[src/rtl/fila_pkg.sv]
// fila_pkg: shared defaults and pointer-width derivation for the fila queue
package fila_pkg;

   localparam int WIDTH_DEF = 8;
   localparam int DEPTH_DEF = 8;
   localparam int LEN_W_DEF = 8;

   // Pointer width for a given depth; never below one bit so a depth-2 queue still indexes cleanly
   function automatic int ptr_w(input int depth);
      return (depth > 2) ? $clog2(depth) : 1;
   endfunction

endpackage

[src/rtl/fila_storage.sv]
// fila_storage: DEPTH x WIDTH register array with one write port and one registered read port
module fila_storage
   import fila_pkg::*;
#(
   parameter int WIDTH = WIDTH_DEF,
   parameter int DEPTH = DEPTH_DEF,
   parameter int PTR_W = ptr_w(DEPTH)
) (
   input  logic             clock,
   input  logic             reset,
   input  logic             wr_en,
   input  logic [PTR_W-1:0] wr_addr,
   input  logic [WIDTH-1:0] wr_data,
   input  logic             rd_en,
   input  logic [PTR_W-1:0] rd_addr,
   output logic [WIDTH-1:0] rd_data
);

   logic [WIDTH-1:0] mem [DEPTH];

   // Array contents are not reset; validity is tracked by the count in the parent
   always_ff @(posedge clock) begin
      if (wr_en) mem[wr_addr] <= wr_data;
   end

   // Read register holds the last word read; a same-edge write to this address is not seen until later
   always_ff @(posedge clock) begin
      if (reset) rd_data <= '0;
      else if (rd_en) rd_data <= mem[rd_addr];
   end

endmodule

[src/rtl/fila.sv]
// fila: circular-buffer FIFO with count-based full/empty and registered dequeue output
module fila
   import fila_pkg::*;
#(
   parameter int WIDTH = WIDTH_DEF,
   parameter int DEPTH = DEPTH_DEF,
   parameter int LEN_W = LEN_W_DEF
) (
   input  logic             clock,
   input  logic             reset,
   input  logic [WIDTH-1:0] data_in,
   input  logic             enqueue_in,
   input  logic             dequeue_in,
   output logic [WIDTH-1:0] data_out,
   output logic [LEN_W-1:0] len_out
);

   localparam int PTR_W = ptr_w(DEPTH);

   logic [PTR_W-1:0] wr_ptr, rd_ptr, wr_ptr_nxt, rd_ptr_nxt;
   logic [LEN_W-1:0] count, count_nxt;
   logic full, empty, enq_ok, deq_ok;

   // Acceptance: a dequeue frees the slot an enqueue needs when full; empty never falls through
   always_comb begin
      full       = count == LEN_W'(DEPTH);
      empty      = count == '0;
      deq_ok     = dequeue_in && !empty;
      enq_ok     = enqueue_in && (!full || deq_ok);
      wr_ptr_nxt = (wr_ptr == PTR_W'(DEPTH - 1)) ? '0 : wr_ptr + 1'b1;
      rd_ptr_nxt = (rd_ptr == PTR_W'(DEPTH - 1)) ? '0 : rd_ptr + 1'b1;
      count_nxt  = (enq_ok && !deq_ok) ? count + 1'b1 :
                   (deq_ok && !enq_ok) ? count - 1'b1 : count;
   end

   // Pointer and count registers; reset overrides any concurrent request
   always_ff @(posedge clock) begin
      if (reset) begin
         wr_ptr <= '0;
         rd_ptr <= '0;
         count  <= '0;
      end else begin
         if (enq_ok) wr_ptr <= wr_ptr_nxt;
         if (deq_ok) rd_ptr <= rd_ptr_nxt;
         count <= count_nxt;
      end
   end

   fila_storage #(
      .WIDTH (WIDTH),
      .DEPTH (DEPTH),
      .PTR_W (PTR_W)
   ) u_storage (
      .clock   (clock),
      .reset   (reset),
      .wr_en   (enq_ok && !reset),
      .wr_addr (wr_ptr),
      .wr_data (data_in),
      .rd_en   (deq_ok),
      .rd_addr (rd_ptr),
      .rd_data (data_out)
   );

   assign len_out = count;

endmodule

[config.mk]
export PLATFORM = sky130hd
export DESIGN_NAME = fila
export DESIGN_NICKNAME = d
export VERILOG_FILES = /design/src/rtl/fila_pkg.sv /design/src/rtl/fila_storage.sv /design/src/rtl/fila.sv
export SDC_FILE = /design/constraint.sdc
export NUM_CORES = 1
export LEC_CHECK = 0
export ABC_AREA = 0
export BUFFER_PORTS_ARGS = -buffer_cell sky130_fd_sc_hd__buf_2
export CORE_MARGIN = 2
export CORE_UTILIZATION = 50
export DETAILED_ROUTE_END_ITERATION = 8
export PLACE_DENSITY_LB_ADDON = 0.25
export SLEW_MARGIN = 30
export SYNTH_ARGS = -nofsm -noshare
export SYNTH_HDL_FRONTEND = slang
export SYNTH_SLANG_ARGS = --single-unit
export TNS_END_PERCENT = 20
[constraint.sdc]
create_clock -name clock -period 5.92 [get_ports clock]
set_clock_uncertainty 0.05 [all_clocks]
set_input_delay 0 -clock clock [delete_from_list [all_inputs] [get_ports clock]]
set_output_delay 0 -clock clock [all_outputs]
set_load 0.005 [all_outputs]
== Yosys cells after proc, flatten, opt, wreduce, memory -nomap -nowiden ==
Memories as Yosys holds them, arrays and structs flattened. A register that Yosys moved wholly into a read port is not among the register bits.
Cells that the tools add are included.
Cells by class
  $add $sub $neg: 4
  equality and inequality tests: 3
  multiplexer cells: 6
  reduce and logical (&&, ||, !) cells: 13
Operators with widths (number)
  8-bit 2-to-1 mux: 2
  8-bit by 1-bit adder with 8-bit output, second input constant: 1
  8-bit by 4-bit equality test with 1-bit output, second input constant: 1
  8-bit zero test: 1
  8-bit by 1-bit subtractor with 8-bit output, second input constant: 1
  3-bit by 1-bit adder with 3-bit output, second input constant: 2
  3-bit equality test, second input constant: 2
  3-bit 2-to-1 mux: 2
  1-bit logical AND: 5
  1-bit zero test: 5
  1-bit 2-to-1 mux: 2
  2-bit nonzero test: 1
  1-bit logical OR: 1
Storage, ports and cells
  register bits: 14
  memory bits (writable): 64
  bits of input ports: 12
  output and inout port bits: 16
  memories: 1
Memories
  u_storage.mem: depth 8, width 8, rd ports 1, clocked after Yosys merged registers in 1, wr ports 1, line fila_storage.sv:19  | logic [WIDTH-1:0] mem [DEPTH];

== Depth between registers and ports, before layout ==
  depth after elaboration: 9
  mapped depth: 13
  gate-level depth less buffers: 12

== Hierarchy ==
A second synthesis with hierarchy kept.
Second synthesis, totals
  cells, all modules: 274
  area, all modules: 3762.4 µm²
By module, submodules not included
  fila_storage: times used 1, cells each 162, area each 2812.7 µm², sequential area each 2082.0 µm²
  fila: times used 1, cells each 112, area each 949.7 µm², sequential area each 280.3 µm²

== Worst setup path before layout ==
No wires, ideal clock.
  path kind: register to register
  start: register count[2] (netlist: len_out[2])
  end: register count[7] (netlist: len_out[7])
  library setup time: 123 ps
  arrival time: 2771 ps
  slack: 2976 ps
  stages on the path, launching flop included: 13
  path buffers: 1
  period minus slack after synthesis: 2944 ps
  path through: dfxtp_1 > nor4_1 > nand2_1 > o31a_1 > buf_2 > ha_1 > inv_1 > ha_1 > a21o_1 > a31o_1 > o21a_1 > o21bai_1 > mux2_1
On the way
  cells in the longest elaborated chain, start to end: 8
Ends and longest elaborated chain
  start: declaration: line fila.sv:21  | logic [LEN_W-1:0] count, count_nxt;
  start signal: assignment: line fila.sv:45  | count <= count_nxt;
  branches (longest 8 deep; another with 8-bit by 1-bit subtractor with 8-bit output)
Several ways; the timed one is not identified. The select of a mux whose other input is x is not followed.
A chain may end at the register's enable or synchronous reset.

== Worst setup path after layout ==
  start: register count[0] (netlist: len_out[0])
  end: register count[7] (netlist: len_out[7])
Same word-level chain as after synthesis.

==> summary.md <==
| Metric | Value |
|---|---|
| FFs w/ async S/R, synth | `0%` |
| # clock sinks | `86` |
| Synthesis-stage register bit count | `86` |
| Ports | `28` |
| Mean post-synth cell area | `15.7 um2` |
| Combinational share of power | `26.2%` |
| Pwr Total | `1.60 mW` |
| RSZ-0062 raised after global routing | `no` |
| Power Density | `382 nW/um2` |
| GR Overflow Total | `0` |
| Outcome | `completed` |
| RePlAce Congestion | `0.766` |
| Ys Warns | `0` |
| Worst-Margin Slew | `0.960 ns` |
| Seq/Total Area, Yosys | `63.9%` |
| TNS Setup | `0 ns` |
| Cell Area, Synth | `3700 um2` |
| CTS root buf | `clkbuf_8` |
| Worst EP required | `6.11 ns` |
| Post-detailed-route count of antenna-violating nets | `0` |
| Post-synth EDFFs | `64` |
| Final net count | `296` |
| Clock Tree Buf Depth | `2` |
| Initial Utilization | `51.2%` |
| Static Leak | `1.49 nW` |
| Number of diodes | `0` |
| Post-CTS Hold Fix Bufs | `8` |
| Max Freq | `0.286 GHz` |
| Critical Path Source Type | `flop` |
| Min Tclk post-route | `3.49 ns` |
| Postcts setup bufs | `0` |
| Final setup viols | `0` |
| Worst setup EP type | `flop` |
| Clock share of power | `25.7%` |
| Proportion of layout cells with a drive suffix above 1 | `23.9%` |
| Clock buffer count from CTS | `9` |
| Peak supply drop | `0.000190 V` |
| Net Sw Frac | `30.5%` |
| Largest net degree at the start of global routing | `30` |
| Die ar. | `8100 um2` |
| Final hold viol count | `0` |
| Internal power | `1.11 mW` |
| Total core area | `7210 um2` |
| Chip height | `90.0 um` |
| Gr usage total | `17.1%` |
| Routed length per placed instance | `17.5 um` |
| Crit Path Max Fanout | `19` |
| Initial antenna violation count | `0` |
| Final period util | `59.0%` |
| Max cap viols | `0` |
| Clock transition at path regs | `0.09 ns` |
| Sequential power share | `48.1%` |
| Syn nets | `260` |
| Min-Delay Path Class | `in -> reg` |
| DR vias | `2043` |
| Router iterations before antenna repair | `4` |
| IO buf count | `27` |
| H-Tree Depth | `3` |
| CTS tree | `done` |
| Number of global-route vias before repair | `2037` |
| First-pass GRT wire length | `10.4 mm` |
| Die X | `90.0 um` |
| Commonest non-fill, non-tap cell in the layout | `edfxtp_1` |
| Yosys cell types | `39` |
| Rel. slew slack | `35.8%` |
| Final Slew Violations | `0` |
| CTS resizes | `0` |
| DP HPWL | `4.09 mm` |
| Psw | `0.488 mW` |
| Arr. time, crit path | `3.68 ns` |
| P&R area growth vs syn | `13.0%` |
| Residual DRC | `0` |
| Final hold slack | `0.0982 ns` |
| # rows | `31` |
| Dominant synthesized flop cell | `edfxtp_1` |
| Via/cell ratio | `5.45` |
| Post-Syn Instances | `235` |
| WS Path Type | `reg -> reg` |
| Final WL | `6.58 mm` |
| Skew-Pair Late Insertion Delay | `0.35 ns` |
| Initial drt markers | `74` |
| Commonest cells after routing, fill and taps aside | `edfxtp_1 (64), buf_2 (27), nor2_1 (26)` |
==> synth_stat cells, drive strengths merged (2+ instances only) <==
| library cell | n | share of area (%) |
|---|---|---|
| a211oi | 8 | 2.7 |
| a21o | 3 | 0.61 |
| a21oi | 7 | 0.95 |
| a31oi | 2 | 0.34 |
| buf | 10 | 2.2 |
| clkbuf | 2 | 0.20 |
| dfxtp | 22 | 12 |
| edfxtp | 64 | 52 |
| ha | 12 | 4.1 |
| inv | 4 | 0.41 |
| mux2i | 14 | 3.8 |
| mux4 | 16 | 11 |
| nand2 | 12 | 1.2 |
| nand3 | 4 | 0.54 |
| nor2 | 28 | 2.8 |
| nor3 | 3 | 0.41 |
| nor4 | 3 | 0.51 |
| o21a | 2 | 0.41 |
| xnor2 | 2 | 0.47 |
| xor2 | 3 | 0.71 |
==> layout make-up <==
type / count / area [um2]
clock buffer: 10 / 128
clock inverter: 6 / 70.1
fill: 576 / 3040
inverter: 4 / 15.0
multi-input combinational: 133 / 1250
sequential: 86 / 2360
tap: 99 / 124
timing repair buffer: 37 / 230
==> power by group through the flow <==
stage	clock network [mW]	registers [mW]	logic, mW
final	0.411	0.769	0.418
after global routing	0.442	0.781	0.466
after CTS	0.418	0.771	0.423
after detailed placement	0	0.785	0.415
after global placement	0	0.781	0.412
after floorplan	0	0.749	0.363
==> critical path, stage by stage (launching register included) <==
cell      delay, ns
dfxtp_1        0.45
nor3_1         0.08
nand2_1        0.09
o21a_1         0.65
inv_2          0.13
ha_1           0.27
inv_1          0.23
ha_1           0.35
a21o_1         0.22
a31o_1         0.22
o21a_1         0.16
o21bai_1       0.16
mux2_1         0.33
==> routing by layer <==
layer,vias to the layer above,share of wire (%),GRT usage (%)
met5,-,0,0
met4,0,0.87,5.26
met3,6,3.5,4.86
met2,38,50,28.6
met1,1018,46,21.8
li1,981,-,-
==> worst paths after layout <==
kind / from / end / slack [ns] / cells after the start
setup reg to reg: len_out[0] / len_out[7] / 2.43 / 12
hold / removal: reset / len_out[4] / 0.1 / 2
hold reg to reg: u_storage.rd_data[5] / u_storage.rd_data[5] / 0.49 / 2
setup / recovery: len_out[0] / len_out[7] / 2.43 / 12
==> sequential cells by signal (all words and copies together), names as in the netlist <==
signal	cells
u_storage.mem	64
len_out	8
u_storage.rd_data	8
rd_ptr	3
wr_ptr	3
==> logic make-up after synthesis <==
group	share of synthesized area, %
and+or+nand+nor	6.63
buffers and inverters	2.81
muxes	14.7
AOI/OAI and AO/OA	6.23
DFF	63.9
adders and majority gates	4.60
xor gates and xnor gates	1.18
==> stage by stage <==
step	util, %	instances	worst slack (ns)	area [um2]
6_report	57.9	375	2.43	4180
5_1_grt	57.9	375	2.19	4180
4_1_cts	57.9	375	2.39	4180
3_5_place_dp	54.0	351	2.42	3900
3_3_place_gp	54.0	351	2.51	3890
2_1_floorplan	-	235	2.98	3700
Power figures use the tool's default switching activity.
